==> src/rtl/reaction_pkg.sv <==
// Shared types and constants for the reaction-timer sequencer.
package reaction_pkg;

  localparam int unsigned MsW = 14;

  typedef logic [MsW-1:0] ms_t;

  typedef enum logic [1:0] {
    StIdle,
    StDelay,
    StReact,
    StShow
  } state_t;

  localparam logic [15:0] LfsrSeed = 16'hACE1;
  // Right-shifting Galois form of x^16 + x^14 + x^13 + x^11 + 1.
  localparam logic [15:0] LfsrTaps = 16'hB400;

  function automatic logic [15:0] lfsr_next(input logic [15:0] s);
    return s[0] ? ((s >> 1) ^ LfsrTaps) : (s >> 1);
  endfunction

endpackage

==> src/rtl/ms_tick_gen.sv <==
// Prescaler producing a one-cycle tick every TICK_DIV clocks; clear restarts the period.
module ms_tick_gen #(
  parameter int unsigned TICK_DIV = 100000
) (
  input  logic clk,
  input  logic reset,
  input  logic clear,
  output logic tick
);

  localparam int unsigned CntW = (TICK_DIV > 1) ? $clog2(TICK_DIV) : 1;
  localparam logic [CntW-1:0] Last = CntW'(TICK_DIV - 1);

  logic [CntW-1:0] r_cnt;

  always_ff @(posedge clk or posedge reset) begin
    if (reset) begin
      r_cnt <= '0;
    end else if (clear || (r_cnt == Last)) begin
      r_cnt <= '0;
    end else begin
      r_cnt <= r_cnt + CntW'(1);
    end
  end

  assign tick = (r_cnt == Last);

endmodule

==> src/rtl/reaction_controller.sv <==
// Reaction-timer sequencer: random pre-stimulus delay, ms reaction count, cheat/timeout
// flags and a display hold released by a fresh rising edge of display_wait_done.
module reaction_controller
  import reaction_pkg::*;
#(
  parameter int unsigned TICK_DIV        = 100000,
  parameter int unsigned DELAY_MIN_MS    = 1000,
  parameter int unsigned DELAY_RAND_BITS = 10,
  parameter int unsigned MAX_MS          = 9999
) (
  input  logic        clk,
  input  logic        reset,
  input  logic        start,
  input  logic        stop,
  input  logic        display_wait_done,
  output logic        led,
  output logic        display_wait,
  output logic [13:0] rt_ms,
  output logic        rt_valid,
  output logic        cheat,
  output logic        timeout
);

  localparam ms_t MaxMs    = ms_t'(MAX_MS);
  localparam ms_t DelayMin = ms_t'(DELAY_MIN_MS);

  state_t      r_state, w_state_next;
  ms_t         r_ms, w_ms_next;
  ms_t         r_delay, w_delay_next;
  ms_t         r_rt_ms, w_rt_ms_next;
  logic [15:0] r_lfsr;
  logic        r_done_prev;
  logic        r_led, r_display_wait, r_rt_valid, r_cheat, r_timeout;
  logic        w_rt_valid_next, w_cheat_next, w_timeout_next;
  logic        w_tick, w_clear, w_done_rise, w_sat;

  ms_tick_gen #(
    .TICK_DIV(TICK_DIV)
  ) u_tick (
    .clk  (clk),
    .reset(reset),
    .clear(w_clear),
    .tick (w_tick)
  );

  // Only a fresh rising edge ends SHOW; a level left high by the last hold does not.
  assign w_done_rise = display_wait_done & ~r_done_prev;
  assign w_sat       = (r_ms == MaxMs);

  always_ff @(posedge clk or posedge reset) begin
    if (reset) begin
      r_state <= StIdle;
    end else begin
      r_state <= w_state_next;
    end
  end

  always_comb begin
    w_state_next = r_state;
    unique case (r_state)
      StIdle:  if (start) w_state_next = StDelay;
      StDelay: begin
        if (stop) begin
          w_state_next = StShow;
        end else if (r_ms == r_delay) begin
          w_state_next = StReact;
        end
      end
      StReact: if (stop || w_sat) w_state_next = StShow;
      StShow:  if (w_done_rise) w_state_next = StIdle;
      default: w_state_next = StIdle;
    endcase
  end

  always_comb begin
    w_clear         = 1'b0;
    w_ms_next       = r_ms;
    w_delay_next    = r_delay;
    w_rt_ms_next    = r_rt_ms;
    w_rt_valid_next = 1'b0;
    w_cheat_next    = r_cheat;
    w_timeout_next  = r_timeout;
    unique case (r_state)
      StIdle: begin
        if (start) begin
          w_clear        = 1'b1;
          w_ms_next      = '0;
          w_delay_next   = DelayMin + ms_t'(r_lfsr[DELAY_RAND_BITS-1:0]);
          w_cheat_next   = 1'b0;
          w_timeout_next = 1'b0;
        end
      end
      StDelay: begin
        if (stop) begin
          w_cheat_next = 1'b1;
        end else if (r_ms == r_delay) begin
          w_clear   = 1'b1;
          w_ms_next = '0;
        end else if (w_tick) begin
          w_ms_next = r_ms + ms_t'(1);
        end
      end
      StReact: begin
        // A stop coinciding with saturation still counts as a genuine capture.
        if (stop) begin
          w_rt_ms_next    = r_ms;
          w_rt_valid_next = 1'b1;
        end else if (w_sat) begin
          w_rt_ms_next   = MaxMs;
          w_timeout_next = 1'b1;
        end else if (w_tick) begin
          w_ms_next = r_ms + ms_t'(1);
        end
      end
      default: ;
    endcase
  end

  always_ff @(posedge clk or posedge reset) begin
    if (reset) begin
      r_lfsr         <= LfsrSeed;
      r_done_prev    <= 1'b0;
      r_ms           <= '0;
      r_delay        <= '0;
      r_rt_ms        <= '0;
      r_rt_valid     <= 1'b0;
      r_cheat        <= 1'b0;
      r_timeout      <= 1'b0;
      r_led          <= 1'b0;
      r_display_wait <= 1'b0;
    end else begin
      r_lfsr         <= lfsr_next(r_lfsr);
      r_done_prev    <= display_wait_done;
      r_ms           <= w_ms_next;
      r_delay        <= w_delay_next;
      r_rt_ms        <= w_rt_ms_next;
      r_rt_valid     <= w_rt_valid_next;
      r_cheat        <= w_cheat_next;
      r_timeout      <= w_timeout_next;
      r_led          <= (w_state_next == StReact);
      r_display_wait <= (w_state_next == StShow);
    end
  end

  assign led          = r_led;
  assign display_wait = r_display_wait;
  assign rt_ms        = r_rt_ms;
  assign rt_valid     = r_rt_valid;
  assign cheat        = r_cheat;
  assign timeout      = r_timeout;

endmodule
==> config.mk <==
export PLATFORM = sky130hd
export DESIGN_NAME = reaction_controller
export DESIGN_NICKNAME = d
export VERILOG_FILES = /design/src/rtl/reaction_pkg.sv /design/src/rtl/ms_tick_gen.sv /design/src/rtl/reaction_controller.sv
export SDC_FILE = /design/constraint.sdc
export NUM_CORES = 1
export LEC_CHECK = 0
export ABC_AREA = 1
export ABC_CLOCK_PERIOD_IN_PS = 4700
export BUFFER_PORTS_ARGS = -buffer_cell sky130_fd_sc_hd__buf_2
export CAP_MARGIN = 20
export CELL_PAD_IN_SITES_DETAIL_PLACEMENT = 1
export CELL_PAD_IN_SITES_GLOBAL_PLACEMENT = 1
export CORE_AREA = 2 2 103 85
export CTS_BUF_LIST = sky130_fd_sc_hd__clkbuf_2 sky130_fd_sc_hd__clkbuf_4 sky130_fd_sc_hd__clkbuf_8
export DETAILED_ROUTE_END_ITERATION = 8
export DIE_AREA = 0 0 105 87
export GPL_TIMING_DRIVEN = 1
export PLACE_DENSITY = 0.84
export SKIP_LAST_GASP = 1
export SLEW_MARGIN = 20
export SYNTH_ARGS = -nofsm -noshare
export SYNTH_HDL_FRONTEND = slang
export SYNTH_SLANG_ARGS = --single-unit
==> constraint.sdc <==
create_clock -name clk -period 4.7 [get_ports clk]
set_clock_uncertainty 0.05 [all_clocks]
set_input_delay 1.175 -clock clk [delete_from_list [all_inputs] [get_ports clk]]
set_output_delay 1.175 -clock clk [all_outputs]
set_load 0.05 [all_outputs]
==> results.py <==
metrics = {
    "status": {
        "outcome": "complete, no violations",
    },
    "placed_design": {
        "post-dp-hpwl_um": 7520,
        "io_buffer_count": 23,
        "dpl.cell_count": 626,
        "globalplace.congestion": 0.875,
        "pre_cts_ws_ns": 1.56,
    },
    "cells_and_area": {
        "fin_nets": 540,
        "synthToLayoutAreaGrowth_pct": 11.3,
        "final_util_pct": 55.0,
        "drive_gt1_share_pct": 15.2,
        "final.fill_count": 1033,
        "stdcell_count": 644,
        "multiInputGateArea_um2": 1740,
        "seq_area_um2": 2010,
        "antennaDiodeCount": 0,
    },
    "critical_path": {
        "crit_top_cell": "nand2_1",
        "critical_path_required_ns": 4.95,
        "startpoint_type": "input port",
        "slowest_stage": "a21oi_2",
        "worstPathMaxFanout": 14,
        "crit_type": "input port to register",
        "crit_arrival_ns": 2.70,
        "cp_slowest_stage_delay_ns": 0.40,
        "worst_setup_path_end_kind": "register",
        "rrSetupSlack_ns": 2.33,
        "crit_chain": "buf_2, nand2_1, nand3_1, a21oi_2, buf_6, nand3_1, nand2_1, nand2_1, a21oi_2",
    },
    "detailed_routing": {
        "first_pass_iters": 4,
        "remaining_drc_errors": 0,
        "first_iter_violations": 144,
        "ant_nets": 0,
        "post_drt_via_cell_ratio": 5.25,
        "routed_wl_um": 10200,
        "routedWlPerCell_um": 15.9,
        "dr_total_vias": 3381,
    },
    "clock_network": {
        "cts_tree": "yes",
        "cts_inserted_buffers": 9,
        "h-tree-depth": 3,
        "cts_hold_buf": 0,
        "cts.path.max_buffers": 2,
        "clock_latency_ns": 0.37,
        "clkTransAtPathRegs_ns": 0.10,
        "post_cts_resize_count": 0,
        "cts_setup_buffers": 0,
        "root_buffer": "clkbuf_8",
        "clock_sinks": 80,
    },
    "global_routing": {
        "grt_pass1_vias": 3497,
        "overflow": 0,
        "grt_max_degree": 57,
        "grt_pass1_wl_um": 17200,
        "grt.total_usage_pct": 24.0,
        "grt_antenna_before_repair": 0,
    },
    "pwr": {
        "peakVddDrop_mv": 0.244,
        "p_leak_nw": 2.22,
        "power_density_nw_per_um2": 511,
    },
    "timing": {
        "rsz0062_at_grt": "no",
        "fin_crit_ns": 2.45,
        "tns_ns": 0,
        "setup_violations": 0,
        "finalWorstSetupSlack_ns": 2.25,
        "slew_viol_final": 0,
        "finalHoldViolCount": 0,
        "relSlewSlack_pct": 59.1,
        "worst_pin_slew_ns": 0.612,
        "fmax_ghz": 0.407,
        "period_share_pct": 52.2,
    },
    "synth": {
        "ys_seq_elements": 80,
        "synth_edf_count": 0,
        "syn_nets": 508,
        "synth_top_cell_by_area": "dfrtp_1",
        "netlist_area_um2": 4040,
        "synth_area_per_cell_um2": 8.17,
        "synth_top_cell_area_share_pct": 44.6,
        "synthCells": 495,
        "postSynth.asyncResetShare_pct": 100,
        "ys.flop_type": "dfrtp_1",
        "synthTopCellsByCount": "nand2_1 (131), dfrtp_1 (72), inv_1 (62), nor2_1 (60), nand3_1 (36)",
        "synth-seq-area-share_pct": 49.8,
        "synth-warning-count": 0,
        "synth_most_common_cell": "nand2_1",
        "yosys.cell_types.count": 35,
        "ys_top_cells_by_area": "dfrtp_1 (45%), nand2_1 (12%), inv_1 (5.8%)",
    },
    "die": {
        "start_util_pct": 49.4,
        "die_area_um2": 9140,
        "coreArea_um2": 8180,
        "ios": 24,
        "die_w_um": 105,
        "fp.dieH_um": 87,
        "row_count": 30,
    },
    "worst_hold_path": {
        "hp-class": "register to register",
    },
    "flow_run": {
        "max-cap-violations": 0,
    },
}
[sequential cells by signal, summed over array words and instances (netlist names)]
| name | cells |
|---|---|
| cheat | 1 |
| display_wait | 1 |
| led | 1 |
| r_delay | 11 |
| r_done_prev | 1 |
| r_lfsr | 16 |
| r_ms | 14 |
| r_state | 2 |
| rt_ms | 14 |
| rt_valid | 1 |
| timeout | 1 |
| u_tick.r_cnt | 17 |
[report_power, final]
part           internal, mW  switching (mW)
logic                 0.226           0.676
registers             0.810          0.0831
clock network         0.207           0.299
[cells by family after synthesis]
group / synth area share, %
flops: 49.8
fa+ha+maj: 2.48
compound gates: 7.40
buf+inv: 7.09
xor+xnor: 4.33
simple gates: 28.9
[layout make-up]
cell class              instances  area share, %
repair buffers                 26           3.42
clock buffers                   9           2.75
flip-flops and latches         80           44.7
well taps                     112           3.11
inverters                      68           5.70
clock inverters                 7           1.56
multi-input cells             342           38.8
[metrics by stage]
stage / instance area (um2) / hold slack (ns) / total power [mW]
CTS: 4470 / 0.322 / 2.29
floorplan: 4040 / 0.283 / 1.58
global route: 4500 / 0.325 / 2.44
finish: 4500 / 0.316 / 2.30
detailed placement: 4280 / 0.291 / 1.79
global placement: 4280 / 0.299 / 1.74
[worst paths after layout]
check / from / end / cells past startpoint
worst max-delay path: stop / r_ms[10]$_DFFE_PP0P_ / 9
worst min register to register: r_lfsr[12]$_DFF_PP0_ / r_lfsr[11]$_DFF_PP1_ / 0
worst max register to register: r_state[0]$_DFF_PP0_ / r_ms[10]$_DFFE_PP0P_ / 10
min in group asynchronous: reset / u_tick.r_cnt[1]$_DFF_PP0_ / 2
max in group asynchronous: reset / r_done_prev$_DFF_PP0_ / 3
worst min-delay path: r_lfsr[12]$_DFF_PP0_ / r_lfsr[11]$_DFF_PP1_ / 0
[routing by layer]
metal | part of all wire (%) | track usage [%]
met5 | 0 | 0
met4 | 1.0 | 6.55
met3 | 3.2 | 4.19
met2 | 47 | 39.7
met1 | 48 | 33.2
[cells in the final DEF (no fill, tap or decap), types with 9 or more instances in the layout]
| cell | Yosys | final |
|---|---|---|
| a21oi_1 | 15 | 15 |
| buf_2 | 1 | 23 |
| clkbuf_8 | 0 | 9 |
| dfrtp_1 | 72 | 72 |
| inv_1 | 62 | 61 |
| nand2_1 | 131 | 131 |
| nand3_1 | 36 | 36 |
| nor2_1 | 60 | 60 |
| o21ai_0 | 23 | 23 |
| xor2_1 | 12 | 12 |
[worst max-delay path: cells and delay by family]
family / cells / cell delay (ns)
AO/OA/AOI/OAI: 2 / 0.50
buffers and inverters: 2 / 0.37
AND/OR/NAND/NOR: 5 / 0.66
No activity file was read; power rests on OpenSTA's default activity.
